<file path="config.mk">
export PLATFORM = sky130hd
export DESIGN_NAME = rca_sum_accumulator_flat
export DESIGN_NICKNAME = d
export VERILOG_FILES = /design/src/rtl/rca_sum_accumulator_pkg.sv /design/src/rtl/rca_sum_accumulator_if.sv /design/src/rtl/rca_sum_accumulator_sat_add.sv /design/src/rtl/rca_sum_accumulator.sv /design/src/flat_wrapper.sv
export SDC_FILE = /design/constraint.sdc
export NUM_CORES = 1
export LEC_CHECK = 0
export BUFFER_PORTS_ARGS = -buffer_cell sky130_fd_sc_hd__buf_2
export CAP_MARGIN = 10
export CORE_MARGIN = 1.5
export CORE_UTILIZATION = 31
export CTS_CLUSTER_SIZE = 14
export DETAILED_ROUTE_END_ITERATION = 6
export PLACE_DENSITY_LB_ADDON = 0.12
export SKIP_LAST_GASP = 1
export SYNTH_ARGS = -nofsm -noshare
export SYNTH_HDL_FRONTEND = slang
export SYNTH_SLANG_ARGS = --single-unit
</file>
<file path="constraint.sdc">
create_clock -name clk -period 2.89 [get_ports clk]
set_input_delay 0.4335 -clock clk [delete_from_list [all_inputs] [get_ports clk]]
set_output_delay 0.4335 -clock clk [all_outputs]
set_load 0.03 [all_outputs]
</file>
<file path="src/rtl/rca_sum_accumulator_pkg.sv">
// Shared types and constants for the ripple-carry adder datapath and its
// downstream sum accumulator.
package rca_pkg;

    // Accumulator control states.
    typedef enum logic [1:0] {
        IDLE  = 2'd0,
        ACCUM = 2'd1,
        DONE  = 2'd2
    } acc_state_t;

    // Sum width of the upstream 8-bit ripple-carry adder stage.
    localparam int RCA_DATA_W = 8;

endpackage

</file>
<file path="src/rtl/rca_sum_accumulator_if.sv">
// Sample-in / total-out bundle of the sum accumulator.
// The master side drives samples and drains totals; the accumulator is the slave.
interface rca_sum_accumulator_if
    import rca_pkg::*;
#(
    parameter int DATA_W = RCA_DATA_W,
    parameter int ACC_W  = 16,
    parameter int CNT_W  = 4
) ();
    logic              start;
    logic              in_valid;
    logic [DATA_W-1:0] in_sum;
    logic              in_cout;
    logic              in_ready;
    logic              out_valid;
    logic              out_ready;
    logic [ACC_W-1:0]  acc;
    logic [CNT_W-1:0]  count;
    logic              sat;
    logic              busy;

    modport master (
        output start, in_valid, in_sum, in_cout, out_ready,
        input  in_ready, out_valid, acc, count, sat, busy
    );

    modport slave (
        input  start, in_valid, in_sum, in_cout, out_ready,
        output in_ready, out_valid, acc, count, sat, busy
    );
endinterface

</file>
<file path="src/rtl/rca_sum_accumulator_sat_add.sv">
// Combinational W-bit unsigned adder that clamps to all-ones on overflow.
// sat reports that the true sum did not fit in W bits.
module sat_add #(
    parameter int W = 16
) (
    input  logic [W-1:0] a,
    input  logic [W-1:0] b,
    output logic [W-1:0] sum,
    output logic         sat
);
    logic [W:0] full;

    // One extra bit catches the carry out; a carry means the result clamps.
    always_comb begin
        full = {1'b0, a} + {1'b0, b};
        sat  = full[W];
        sum  = full[W] ? '1 : full[W-1:0];
    end
endmodule

</file>
<file path="src/rtl/rca_sum_accumulator.sv">
// Streaming sum-of-sums engine: accepts N_SAMPLES adder results {cout, sum},
// accumulates them into a saturating ACC_W-bit total and offers the total
// on an output valid/ready handshake.
module rca_sum_accumulator
    import rca_pkg::*;
#(
    parameter int DATA_W    = RCA_DATA_W,
    parameter int ACC_W     = 16,
    parameter int N_SAMPLES = 8,
    parameter int CNT_W     = $clog2(N_SAMPLES + 1)
) (
    input logic                 clk,
    input logic                 rst,
    rca_sum_accumulator_if.slave bus
);
    acc_state_t       state, state_next;
    logic [ACC_W-1:0] acc_q;
    logic [ACC_W-1:0] sample;
    logic [ACC_W-1:0] add_sum;
    logic [CNT_W-1:0] count_q;
    logic             sat_q;
    logic             add_sat;
    logic             accept;
    logic             last;

    assign accept = (state == ACCUM) && bus.in_valid;
    assign last   = (count_q + CNT_W'(1)) == CNT_W'(N_SAMPLES);

    // Zero-extend the 9-bit adder result to accumulator width.
    always_comb begin
        sample           = '0;
        sample[DATA_W:0] = {bus.in_cout, bus.in_sum};
    end

    sat_add #(.W(ACC_W)) u_sat_add (
        .a   (acc_q),
        .b   (sample),
        .sum (add_sum),
        .sat (add_sat)
    );

    // State register.
    always_ff @(posedge clk or posedge rst) begin
        if (rst) state <= IDLE;
        else     state <= state_next;
    end

    // Next state: start only counts in IDLE, so a start during the DONE
    // handshake is dropped and must be reasserted.
    always_comb begin
        state_next = state;
        case (state)
            IDLE:    if (bus.start)      state_next = ACCUM;
            ACCUM:   if (accept && last) state_next = DONE;
            DONE:    if (bus.out_ready)  state_next = IDLE;
            default:                     state_next = IDLE;
        endcase
    end

    // Total, sample count and sticky saturation flag; held outside ACCUM so
    // the last result stays readable in DONE and IDLE.
    always_ff @(posedge clk or posedge rst) begin
        if (rst) begin
            acc_q   <= '0;
            count_q <= '0;
            sat_q   <= 1'b0;
        end else if (state == IDLE && bus.start) begin
            acc_q   <= '0;
            count_q <= '0;
            sat_q   <= 1'b0;
        end else if (accept) begin
            acc_q   <= add_sum;
            count_q <= count_q + CNT_W'(1);
            if (add_sat) sat_q <= 1'b1;
        end
    end

    assign bus.in_ready  = (state == ACCUM);
    assign bus.out_valid = (state == DONE);
    assign bus.busy      = (state != IDLE);
    assign bus.acc       = acc_q;
    assign bus.count     = count_q;
    assign bus.sat       = sat_q;
endmodule
</file>
<file path="src/flat_wrapper.sv">
// flat-port wrapper written by rule: the top's interface ports become plain ports
module rca_sum_accumulator_flat import rca_pkg::*;
#(
    parameter int DATA_W    = RCA_DATA_W,
    parameter int ACC_W     = 16,
    parameter int N_SAMPLES = 8,
    parameter int CNT_W     = $clog2(N_SAMPLES + 1)
)
  (clk, rst, bus_start, bus_in_valid, bus_in_sum, bus_in_cout, bus_out_ready, bus_in_ready, bus_out_valid, bus_acc, bus_count, bus_sat, bus_busy);
  rca_sum_accumulator_if #(.DATA_W(DATA_W), .ACC_W(ACC_W), .CNT_W(CNT_W)) bus_i ();
  input logic clk;
  input logic rst;
  input wire logic [$bits(bus_i.start)-1:0] bus_start;
  input wire logic [$bits(bus_i.in_valid)-1:0] bus_in_valid;
  input wire logic [$bits(bus_i.in_sum)-1:0] bus_in_sum;
  input wire logic [$bits(bus_i.in_cout)-1:0] bus_in_cout;
  input wire logic [$bits(bus_i.out_ready)-1:0] bus_out_ready;
  output wire logic [$bits(bus_i.in_ready)-1:0] bus_in_ready;
  output wire logic [$bits(bus_i.out_valid)-1:0] bus_out_valid;
  output wire logic [$bits(bus_i.acc)-1:0] bus_acc;
  output wire logic [$bits(bus_i.count)-1:0] bus_count;
  output wire logic [$bits(bus_i.sat)-1:0] bus_sat;
  output wire logic [$bits(bus_i.busy)-1:0] bus_busy;
  assign bus_i.start = bus_start;
  assign bus_i.in_valid = bus_in_valid;
  assign bus_i.in_sum = bus_in_sum;
  assign bus_i.in_cout = bus_in_cout;
  assign bus_i.out_ready = bus_out_ready;
  assign bus_in_ready = bus_i.in_ready;
  assign bus_out_valid = bus_i.out_valid;
  assign bus_acc = bus_i.acc;
  assign bus_count = bus_i.count;
  assign bus_sat = bus_i.sat;
  assign bus_busy = bus_i.busy;
  rca_sum_accumulator #(.DATA_W(DATA_W), .ACC_W(ACC_W), .N_SAMPLES(N_SAMPLES), .CNT_W(CNT_W)) u_core (.clk(clk), .rst(rst), .bus(bus_i));
endmodule
</file>
* After elaboration in Yosys (flattened, before gate mapping)
Index checks and enable logic that the tools add are counted.
** Operators by class
- Muxes and demuxes :: 12
- Reduce and logical (&&, ||, !) cells :: 9
- Eq/ne operators :: 6
- Add/sub/neg operators :: 2
** Operator list (count)
- $mux 16 :: 3
- $add 16x9->17 :: 1
- $mux 4 :: 2
- $mux 2 :: 3
- $pmux 2 s3 :: 1
- $reduce_bool 2->1 :: 3
- $add 4x1->4 const B :: 1
- $eq 4x4->1 const B :: 1
- $ne 2x2->1 const B :: 2
- $logic_and 1x1->1 :: 3
- $mux 1 :: 3
- $reduce_and 3->1 :: 1
- $eq 2x1->1 const B :: 1
- $eq 2x2->1 const B :: 1
- $logic_not 2->1 :: 1
- $ne 2x1->1 const B :: 1
- $reduce_and 2->1 :: 1
** Word-level totals
- Output and inout port bits :: 24
- Logic and storage cells :: 33
- Register bits after elaboration :: 23
- Input port bits :: 14

* Depth between registers and ports, before layout
Gate-level depths: netlist of run 1.
- Depth in word-level cells :: 5
- Gate-level depth with buffers :: 8
- Depth with buffers taken out :: 7

* Cells and area by module
A second synthesis of run 1 with hierarchy kept.
** Unflattened totals
- Cells, all modules :: 209
- Area total of the unflattened synthesis :: 1886.8 µm²
** By module, submodules not included
- rca_sum_accumulator :: instances 1, cells each 93, seq. area each 575.6 µm², area an instance 1016.0 µm²
- sat_add :: instances 1, cells each 116, seq. area each 0.0 µm², area an instance 870.8 µm²

* Worst setup path after synthesis of run 1
Ideal clock, no wire load.
- Kind :: register -> register
- Start point :: register u_core.acc_q[0], in the netlist u_core.bus.acc[0]
- End point :: register u_core.acc_q[13], in the netlist u_core.bus.acc[13]
- Buffers on the path :: 1
- Setup time :: 0.124 ns
- Data arrival time :: 2.224 ns
- Slack :: 0.542 ns
- Data required time :: 2.766 ns
- Period minus slack after synthesis :: 2.348 ns
- Stages on the path, launching flop included :: 9
- Cells stage by stage :: dfrtp_1 > ha_1 > fa_1 > a211oi_2 > o211ai_2 > nand3_1 > nor2_2 > buf_4 > a211o_2
** Between the ends
- Word-level cells in the longest chain between the ends :: 4
** RTL lines
- start, declared :: line rca_sum_accumulator.sv:17 : logic [ACC_W-1:0] acc_q;
- start signal, assigned :: line rca_sum_accumulator.sv:72 : acc_q <= add_sum;
- $add 16x9->17 :: line rca_sum_accumulator_sat_add.sv:15 : full = {1'b0, a} + {1'b0, b};
- $mux 16 :: line rca_sum_accumulator_sat_add.sv:17 : sum = full[W] ? '1 : full[W-1:0];
- $mux 16 :: line rca_sum_accumulator.sv:71 : end else if (accept) begin
- $mux 16 :: line rca_sum_accumulator.sv:67 : end else if (state == IDLE && bus.start) begin
No other way between the ends. The select of a mux whose other input is x is not followed.
A chain may end at the register's enable or synchronous reset.

* Worst setup path after layout of run 1
- Start point :: register u_core.acc_q[0], in the netlist u_core.bus.acc[0]
- End point :: register u_core.acc_q[7], in the netlist u_core.bus.acc[7]
The elaborated chain is that of the path after synthesis.

==> qor_table.md, run 1 <==
| Stage | Quantity | This run |
| --- | --- | --- |
| critical path | Kind of cell adding the most delay to the critical path | compound AO/OA/AOI/OAI gates |
| global route | M2 GR Usage | 25.23% |
| clocking | # hold bufs at CTS | 0 |
| synthesis | Count of flip-flops with a built-in enable after synthesis | 0 |
| place | Dpl ws | 0.4520 ns |
| clocking | Inserted Clock Buffers | 3 |
| sta | Unrepaired setup endpoints after global routing | false |
| critical path | Worst-path maximum fanout | 13 |
| global route | Global-route usage over all layers | 15.47% |
| finish | Layout filler cell count | 497 |
| finish | Growth of design area from synthesis to finish | 18.67% |
| pwr | VDD IR-drop max | 0.3875 mV |
| sta | Maximum achievable frequency | 0.4310 GHz |
| synthesis | Post-Synthesis Cell Area | 1548 um^2 |
| run status | Result of the run | complete, no violations |
| detailed routing | Total number of vias | 1376 |
| global route | Via count of the first global-routing pass | 1293 |
| sta | Transition time of the tightest slew-check pin | 0.9086 ns |
| sta | Fraction of the cycle the final worst path needs | 80.28% |
| clocking | Post-CTS Setup Inserts | 0 |
| global route | Global-route wire length before repair | 6375 um |
| place | Placer's final routability congestion estimate | 0.8002 |
| sta | Number of slew-limit violations in the final report | 0 |
| clocking | Library cell used as clock root buffer | sky130_fd_sc_hd__clkbuf_8 |
| clocking | Clock-pin slew reported for the worst setup and hold paths after clock tree synthesis | 0.10 ns |
| min path | Class of the most critical hold timing path | primary input to async pin |
| die | Die width | 73.66 um |
| global route | Met3 GRT Util | 2.058% |
| synthesis | Synthesized area divided by synthesized cell count | 9.858 um^2 |
| synthesis | Synthesized Nets | 183 |
| global route | Aggregate global routing overflow | 0 |
| sta | Setup slack of the critical path after layout | 0.5699 ns |
| critical path | WP data arrival | 2.48 ns |
| critical path | Type of origin of the critical path | flip-flop |
| synthesis | Post-synth top flop | sky130_fd_sc_hd__dfrtp_1 |
| sta | Setup skew after layout | 0.01231 ns |
| detailed routing | TritonRoute pass-1 iters | 6 |
| clocking | TritonCTS clock tree | done |
| detailed routing | Detailed Route Iter0 Violations | 71 |
| clocking | H-tree level count | 1 |
| critical path | Worst path slowest cell | sky130_fd_sc_hd__fa_1 |
| clocking | Cts repair resizes | 0 |
| die | Effective utilization at floorplan | 32.55% |
| finish | Inserted Diodes | 0 |
| finish | Area used by multi-input combinational logic | 917.1 um^2 |
| detailed routing | DR DRC count | 0 |
| detailed routing | Wire length per cell after detailed routing | 14.97 um |
| die | Cell row count | 25 |
| finish | Final-stage net count | 221 |
| clocking | CTS max path bufs | 2 |
| synthesis | Warning count from the yosys run | 0 |
| sta | Slew Limit Headroom | 39.36% |
| sta | Final Critical Period | 2.320 ns |
| synthesis | Count of cell types in the netlist | 46 |
| clocking | Number of sinks on the clock net | 23 |
| detailed routing | Post-DR vias/cell | 5.272 |
| sta | Number of hold-slack violations in the final timing report | 0 |
| run | Max-cap violation count | 0 |
| pwr | Power per standard cell area | 1133 nW/um^2 |
| synthesis | Cell count after synthesis | 157 |
| synthesis | Number of synthesized register bits | 23 |
| critical path | Required arrival time at the worst endpoint | 3.05 ns |
| global route | Pin count of the biggest net entering global routing | 24 |
| global route | Most utilized layer in the global route result | met2 |
| die | Full die area | 5426 um^2 |
| critical path | Setup Crit Path Kind | flip-flop to flip-flop |
| sta | Post-Route Setup TNS | 0 ns |
| place | HPWL after detailed placement | 2835 um |
| synthesis | Proportion of register bits with asynchronous set or reset after synthesis | 100.0% |
| detailed routing | Total wirelength of the detailed-routed design | 3907 um |
| die | Die Height | 73.66 um |
| global route | Antenna violations before repair | 0 |
| global route | Met1 capacity usage during global routing | 21.05% |
| finish | Share of layout cells above drive strength 1 | 25.26% |
| finish | Sequential cell area | 575.6 um^2 |
| synthesis | Sequential cell area fraction in the yosys report | 37.19% |
| die | Placeable core region | 4755 um^2 |
| pwr | Lkg Pwr | 0.9319 nW |
| die | Top-level port count | 38 |
| clocking | Clock latency of the later-clocked register in the worst-skew pair | 0.27 ns |
| place | Port Buf Inserts | 37 |
| detailed routing | Routed Antenna Nets | 0 |
| finish | Leading cell types in the layout, fill and taps excluded | sky130_fd_sc_hd__buf_2 (37), sky130_fd_sc_hd__dfrtp_1 (23), sky130_fd_sc_hd__ha_1 (11) |
| critical path | Delay of the slowest cell on the worst path | 0.45 ns |
| finish | Commonest non-fill, non-tap cell in the layout | sky130_fd_sc_hd__buf_2 |
| critical path | Setup crit end kind | flip-flop |
| critical path | Sum of buffers and inverters on the critical path | 0 |
| critical path | Cell-by-cell listing of the critical path | ha_1 > fa_1 > a211oi_2 > o211ai_2 > nand3_1 > nor2_2 > a221o_1 |
| sta | Count of final setup violators | 0 |
state kept, by name, summed over array words and instances (netlist names):
register          cells
u_core.bus.count      4
u_core.bus.sat        1
u_core.state          2
u_core.bus.acc       16
synth_stat cells (2+ instances only):
library cell / number / share of area, %
sky130_fd_sc_hd__a211o_1: 3 / 1.7
sky130_fd_sc_hd__mux2i_1: 2 / 1.3
sky130_fd_sc_hd__and3_1: 5 / 2.0
sky130_fd_sc_hd__ha_1: 11 / 8.9
sky130_fd_sc_hd__o21ai_0: 9 / 2.9
sky130_fd_sc_hd__and2_1: 3 / 1.2
sky130_fd_sc_hd__buf_2: 2 / 0.65
sky130_fd_sc_hd__inv_1: 6 / 1.5
sky130_fd_sc_hd__dfrtp_1: 23 / 37
sky130_fd_sc_hd__nand2b_1: 4 / 1.6
sky130_fd_sc_hd__nor3_1: 3 / 0.97
sky130_fd_sc_hd__xor2_1: 2 / 1.1
sky130_fd_sc_hd__a21oi_1: 9 / 2.9
sky130_fd_sc_hd__a211oi_1: 3 / 1.5
sky130_fd_sc_hd__nand2_1: 10 / 2.4
sky130_fd_sc_hd__o21ai_1: 3 / 0.97
sky130_fd_sc_hd__xnor2_1: 7 / 4.0
sky130_fd_sc_hd__a21o_1: 6 / 2.9
sky130_fd_sc_hd__a31oi_1: 3 / 1.2
sky130_fd_sc_hd__nand3_1: 3 / 0.97
sky130_fd_sc_hd__nand4_1: 2 / 0.81
sky130_fd_sc_hd__a221o_1: 9 / 5.8
sky130_fd_sc_hd__nor2_1: 6 / 1.5
final timing paths:
kind,startpoint,end,slack (ns),cells after the start
max,u_core.bus.acc[0],u_core.bus.acc[7],0.57,7
min,rst,u_core.bus.acc[0],0.34,2
max reg2reg,u_core.bus.acc[0],u_core.bus.acc[7],0.57,7
min reg2reg,u_core.bus.sat,u_core.bus.sat,0.52,1
max in group asynchronous,rst,u_core.bus.acc[13],1.98,2
min in group clk,bus_out_ready,u_core.state[1],0.44,3
cell type report:
type	count	area share (%)
clock buffers	4	2.452
inverters	6	1.226
multi-input cells	123	49.93
flip-flops and latches	23	31.34
well taps	67	4.564
repair buffers	38	10.49
logic make-up after synthesis:
group,count (synthesis),share of synthesized area (%)
buffers and inverters,11,3.557
adders and majority gates,12,10.19
AOI/OAI and AO/OA,59,28.94
DFF,23,37.19
xor gates and xnor gates,9,5.093
muxes,2,1.294
and+or+nand+nor,41,13.74
per-layer routing:
metal,wire (um),up-vias,part of all wire [%]
met1,1869,677,48
met2,1883,32,48
met3,109,4,2.8
li1,-,663,-
met5,0,-,0
met4,44,0,1.1
metrics by stage:
| stage | power [mW] | utilization (%) | hold slack, ns | area (um^2) | cells |
|---|---|---|---|---|---|
| 6_report | 2.081 | 38.63 | 0.3441 | 1837 | 261 |
| 5_1_grt | 2.253 | 38.63 | 0.4357 | 1837 | 261 |
| 4_1_cts | 2.087 | 38.63 | 0.3969 | 1837 | 261 |
| 3_5_place_dp | 1.872 | 37.68 | 0.4928 | 1792 | 257 |
| 3_3_place_gp | 1.843 | 37.68 | 0.4992 | 1792 | 257 |
| 2_1_floorplan | 1.564 | - | 0.4354 | 1548 | 157 |
report_power, final:
part / switching, mW / leakage (nW) / internal [mW]
Clock: 0.112 / 0.0228 / 0.0986
Sequential: 0.141 / 0.290 / 0.448
Combinational: 0.773 / 0.619 / 0.509
Total: 1.03 / 0.932 / 1.06
(Power assumes the default switching activity.)
==> run 2, diff against run 1 <==
- ABC_AREA: unset -> 1
- clock period: 2.89 -> 2.4 ns (I/O delays scaled with it)
==> run 2 against run 1 <==
  * Final cell count increased by 39%
  * Combinational power increased by 30%
  * Non-clock buffer count increased by 1
  * Core utilization about the same
  * Via count increased by 22%
==> qor_table.md, run 2 <==
| Stage | Quantity | This run |
| --- | --- | --- |
| finish | Flip-flop count of the largest register after layout | 16 |
| sta | Number of slew-limit violations in the final report | 0 |
| sta | Count of final setup violators | 0 |
| synthesis | Top post-synthesis cells by area | sky130_fd_sc_hd__dfrtp_1 (33%), sky130_fd_sc_hd__nand2_1 (19%), sky130_fd_sc_hd__nand3_1 (9.9%), sky130_fd_sc_hd__ha_1 (8.0%), sky130_fd_sc_hd__inv_1 (7.2%) |
| synthesis | Mux share of post-synthesis cell area | 0% |
| sta | Setup slack of the critical path after layout | 0.2803 ns |
| clocking | # hold bufs at CTS | 0 |
| finish | Post-route cell area | 2026 um^2 |
| critical path | Worst-path maximum fanout | 6 |
| finish | Layout filler cell count | 574 |
| sta | Fraction of the cycle the final worst path needs | 88.32% |
| pwr | Combinational share of power | 62.2% |
| detailed routing | DR DRC count | 0 |
| die | Die Height | 77.53 um |
| place | Dpl ws | 0.2435 ns |
| clocking | Cts repair resizes | 0 |
| pwr | Share of total power in the clock network | 9.5% |
| sta | Slew Limit Headroom | 59.87% |
| synthesis | Warning count from the yosys run | 0 |
| finish | Non-filler cells in the finished layout | 364 |
| pwr | Switching part of the total | 53.88% |
| detailed routing | Total wirelength of the detailed-routed design | 4214 um |
| finish | Final-stage net count | 321 |
| synthesis | Proportion of register bits with asynchronous set or reset after synthesis | 100.0% |
| synthesis | Synthesized area divided by synthesized cell count | 6.778 um^2 |
| detailed routing | Total number of vias | 1680 |
| pwr | VDD IR-drop max | 0.5148 mV |
| synthesis | Main combinational cell family by area after synthesis | simple AND/OR/NAND/NOR gates |
| critical path | Worst path slowest cell | sky130_fd_sc_hd__fa_1 |
| critical path | Setup crit end kind | flip-flop |
| critical path | Required arrival time at the worst endpoint | 2.56 ns |
| synthesis | Count of flip-flops with a built-in enable after synthesis | 0 |
| global route | Pin count of the biggest net entering global routing | 24 |
| die | Top-level port count | 38 |
| clocking | Library cell used as clock root buffer | sky130_fd_sc_hd__clkbuf_8 |
| critical path | Kind of cell adding the most delay to the critical path | simple AND/OR/NAND/NOR gates |
| clocking | TritonCTS clock tree | done |
| pwr | Power per standard cell area | 1323 nW/um^2 |
| place | Placed Cells | 360 |
| detailed routing | Post-DR vias/cell | 4.615 |
| place | Placer's final routability congestion estimate | 0.8639 |
| critical path | Startpoint of the worst setup timing path | u_core.bus.acc[0] |
| die | Cell row count | 26 |
| synthesis | Post-synth top flop | sky130_fd_sc_hd__dfrtp_1 |
| sta | Setup skew after layout | 0.005718 ns |
| synthesis | Area share of the largest cell type after synthesis | 33.43% |
| global route | Via count of the first global-routing pass | 1582 |
| pwr | Overall Power | 2.680 mW |
| place | Port Buf Inserts | 37 |
| clocking | Clock-pin slew reported for the worst setup and hold paths after clock tree synthesis | 0.09 ns |
| sta | Transition time of the tightest slew-check pin | 0.6013 ns |
| sta | Maximum achievable frequency | 0.4718 GHz |
| detailed routing | TritonRoute pass-1 iters | 4 |
| synthesis | Synthesized Nets | 280 |
| sta | Post-Route Setup TNS | 0 ns |
| synthesis | Count of cell types in the netlist | 28 |
| synthesis | Post-synthesis share of cell area spent on full adders, half adders and majority gates | 9.157% |
| run | Max-cap violation count | 0 |
| critical path | Delay of the slowest cell on the worst path | 0.42 ns |
| synthesis | Cell type with the largest total area after synthesis | sky130_fd_sc_hd__dfrtp_1 |
| finish | Final Util | 38.68% |
| global route | Global-route wire length before repair | 7300 um |
| critical path | WP data arrival | 2.28 ns |
| place | HPWL after detailed placement | 3249 um |
| synthesis | Simple logic cell fraction of the synthesized area | 41.50% |
| die | Die width | 77.53 um |
| die | Placeable core region | 5238 um^2 |
| pwr | Lkg Pwr | 1.174 nW |
| sta | Final Critical Period | 2.120 ns |
| die | Effective utilization at floorplan | 32.87% |
| synthesis | Cell types with the highest counts after synthesis | sky130_fd_sc_hd__nand2_1 (88), sky130_fd_sc_hd__nand3_1 (34), sky130_fd_sc_hd__inv_1 (33) |
| detailed routing | Routed Antenna Nets | 0 |
| synthesis | Cell count after synthesis | 254 |
| clocking | H-tree level count | 1 |
| run status | Result of the run | complete, no violations |
| pwr | Sequential power share | 28.3% |
| clocking | Post-CTS Setup Inserts | 0 |
| synthesis | Library cell with the highest instance count after synthesis | sky130_fd_sc_hd__nand2_1 |
| pwr | Switching power | 1.444 mW |
| clocking | Number of sinks on the clock net | 23 |
| global route | Antenna violations before repair | 0 |
| global route | Global-route usage over all layers | 15.33% |
| clocking | Clock latency of the later-clocked register in the worst-skew pair | 0.27 ns |
| synthesis | Share of the synthesized netlist area taken by xor and xnor gates | 1.526% |
| critical path | Register-to-register path setup slack | 0.28 ns |
| detailed routing | Wire length per cell after detailed routing | 11.58 um |
| finish | Share of layout cells above drive strength 1 | 17.35% |
| place | Standard cell area after detailed placement | 1979 um^2 |
| critical path | Startpoint of the lowest-slack register-to-register path | u_core.bus.acc[0] |
| synthesis | Post-Synthesis Cell Area | 1722 um^2 |
| critical path | Cell-by-cell listing of the critical path | ha_1 > fa_1 > nand3_1 > nand2_1 > nand3_1 > nand3_1 > nand2_1 > inv_1 > nor2_1 > nand2_1 |
| finish | Leading cell types in the layout, fill and taps excluded | sky130_fd_sc_hd__nand2_1 (88), sky130_fd_sc_hd__buf_2 (37), sky130_fd_sc_hd__nand3_1 (34) |
| die | Full die area | 6010 um^2 |
| critical path | Setup Crit Path Kind | flip-flop to flip-flop |
| synthesis | Share of the synthesized area in compound gates (AO/OA/AOI/OAI) | 5.233% |
| pwr | Internal power | 1.236 mW |
| finish | Commonest non-fill, non-tap cell in the layout | sky130_fd_sc_hd__nand2_1 |
| sta | Number of hold-slack violations in the final timing report | 0 |
| min path | Class of the most critical hold timing path | primary input to async pin |
| finish | Inserted Diodes | 0 |
| global route | Aggregate global routing overflow | 0 |
| clocking | Inserted Clock Buffers | 3 |
| synthesis | Number of synthesized register bits | 23 |
| critical path | Type of origin of the critical path | flip-flop |
| clocking | CTS max path bufs | 2 |
| critical path | Sum of buffers and inverters on the critical path | 1 |
| finish | Growth of design area from synthesis to finish | 17.66% |
| synthesis | Sequential cell area fraction in the yosys report | 33.43% |
| detailed routing | Detailed Route Iter0 Violations | 77 |
| sta | Worst Hold Slack | 0.1141 ns |
| sta | Unrepaired setup endpoints after global routing | false |
-- run 2: path summary, 6_finish.rpt --
check	to	depth (start not counted)
max	u_core.bus.acc[15]	10
max in group asynchronous	u_core.bus.acc[11]	3
min	u_core.bus.count[3]	3
min reg2reg	u_core.state[1]	1
min in group clk	u_core.state[1]	2
max reg2reg	u_core.bus.acc[15]	10
-- run 2: routing by layer --
metal	share of wire [%]	vias up	GRT usage (%)
met5	0	-	0
met4	1.3	0	4.909
met3	4.2	5	2.588
met2	44	44	23.95
met1	51	748	21.48
li1	-	883	-
-- run 2: power groups by stage --
stage | clock, mW | sequential [mW] | combinational [mW]
2_1_floorplan | 0 | 1.05 | 0.973
3_3_place_gp | 0 | 0.763 | 1.69
3_5_place_dp | 0 | 0.768 | 1.68
4_1_cts | 0.260 | 0.762 | 1.69
5_1_grt | 0.279 | 0.795 | 1.87
6_report | 0.254 | 0.759 | 1.67
-- run 2: logic make-up after synthesis --
kind of cell,Yosys count
AOI/OAI and AO/OA,14
DFF,23
and+or+nand+nor,165
xor gates and xnor gates,3
adders and majority gates,12
buffers and inverters,37
-- run 2: layout make-up --
class,count,area (um^2),area share [%]
flip-flops and latches,23,575.6,28.41
clock buffers,3,41.29,2.038
repair buffers,39,200.2,9.883
clock inverters,1,5.005,0.2471
multi-input cells,194,988.4,48.80
inverters,34,127.6,6.300
well taps,70,87.58,4.324
-- run 2: worst register-to-register path: cells and delay by family (launching register included) --
kind	cells	cell delay, ns
AND/OR/NAND/NOR	7	0.78
buffers and inverters	1	0.18
flip-flops	1	0.40
adder cells (fa/ha/maj)	2	0.65
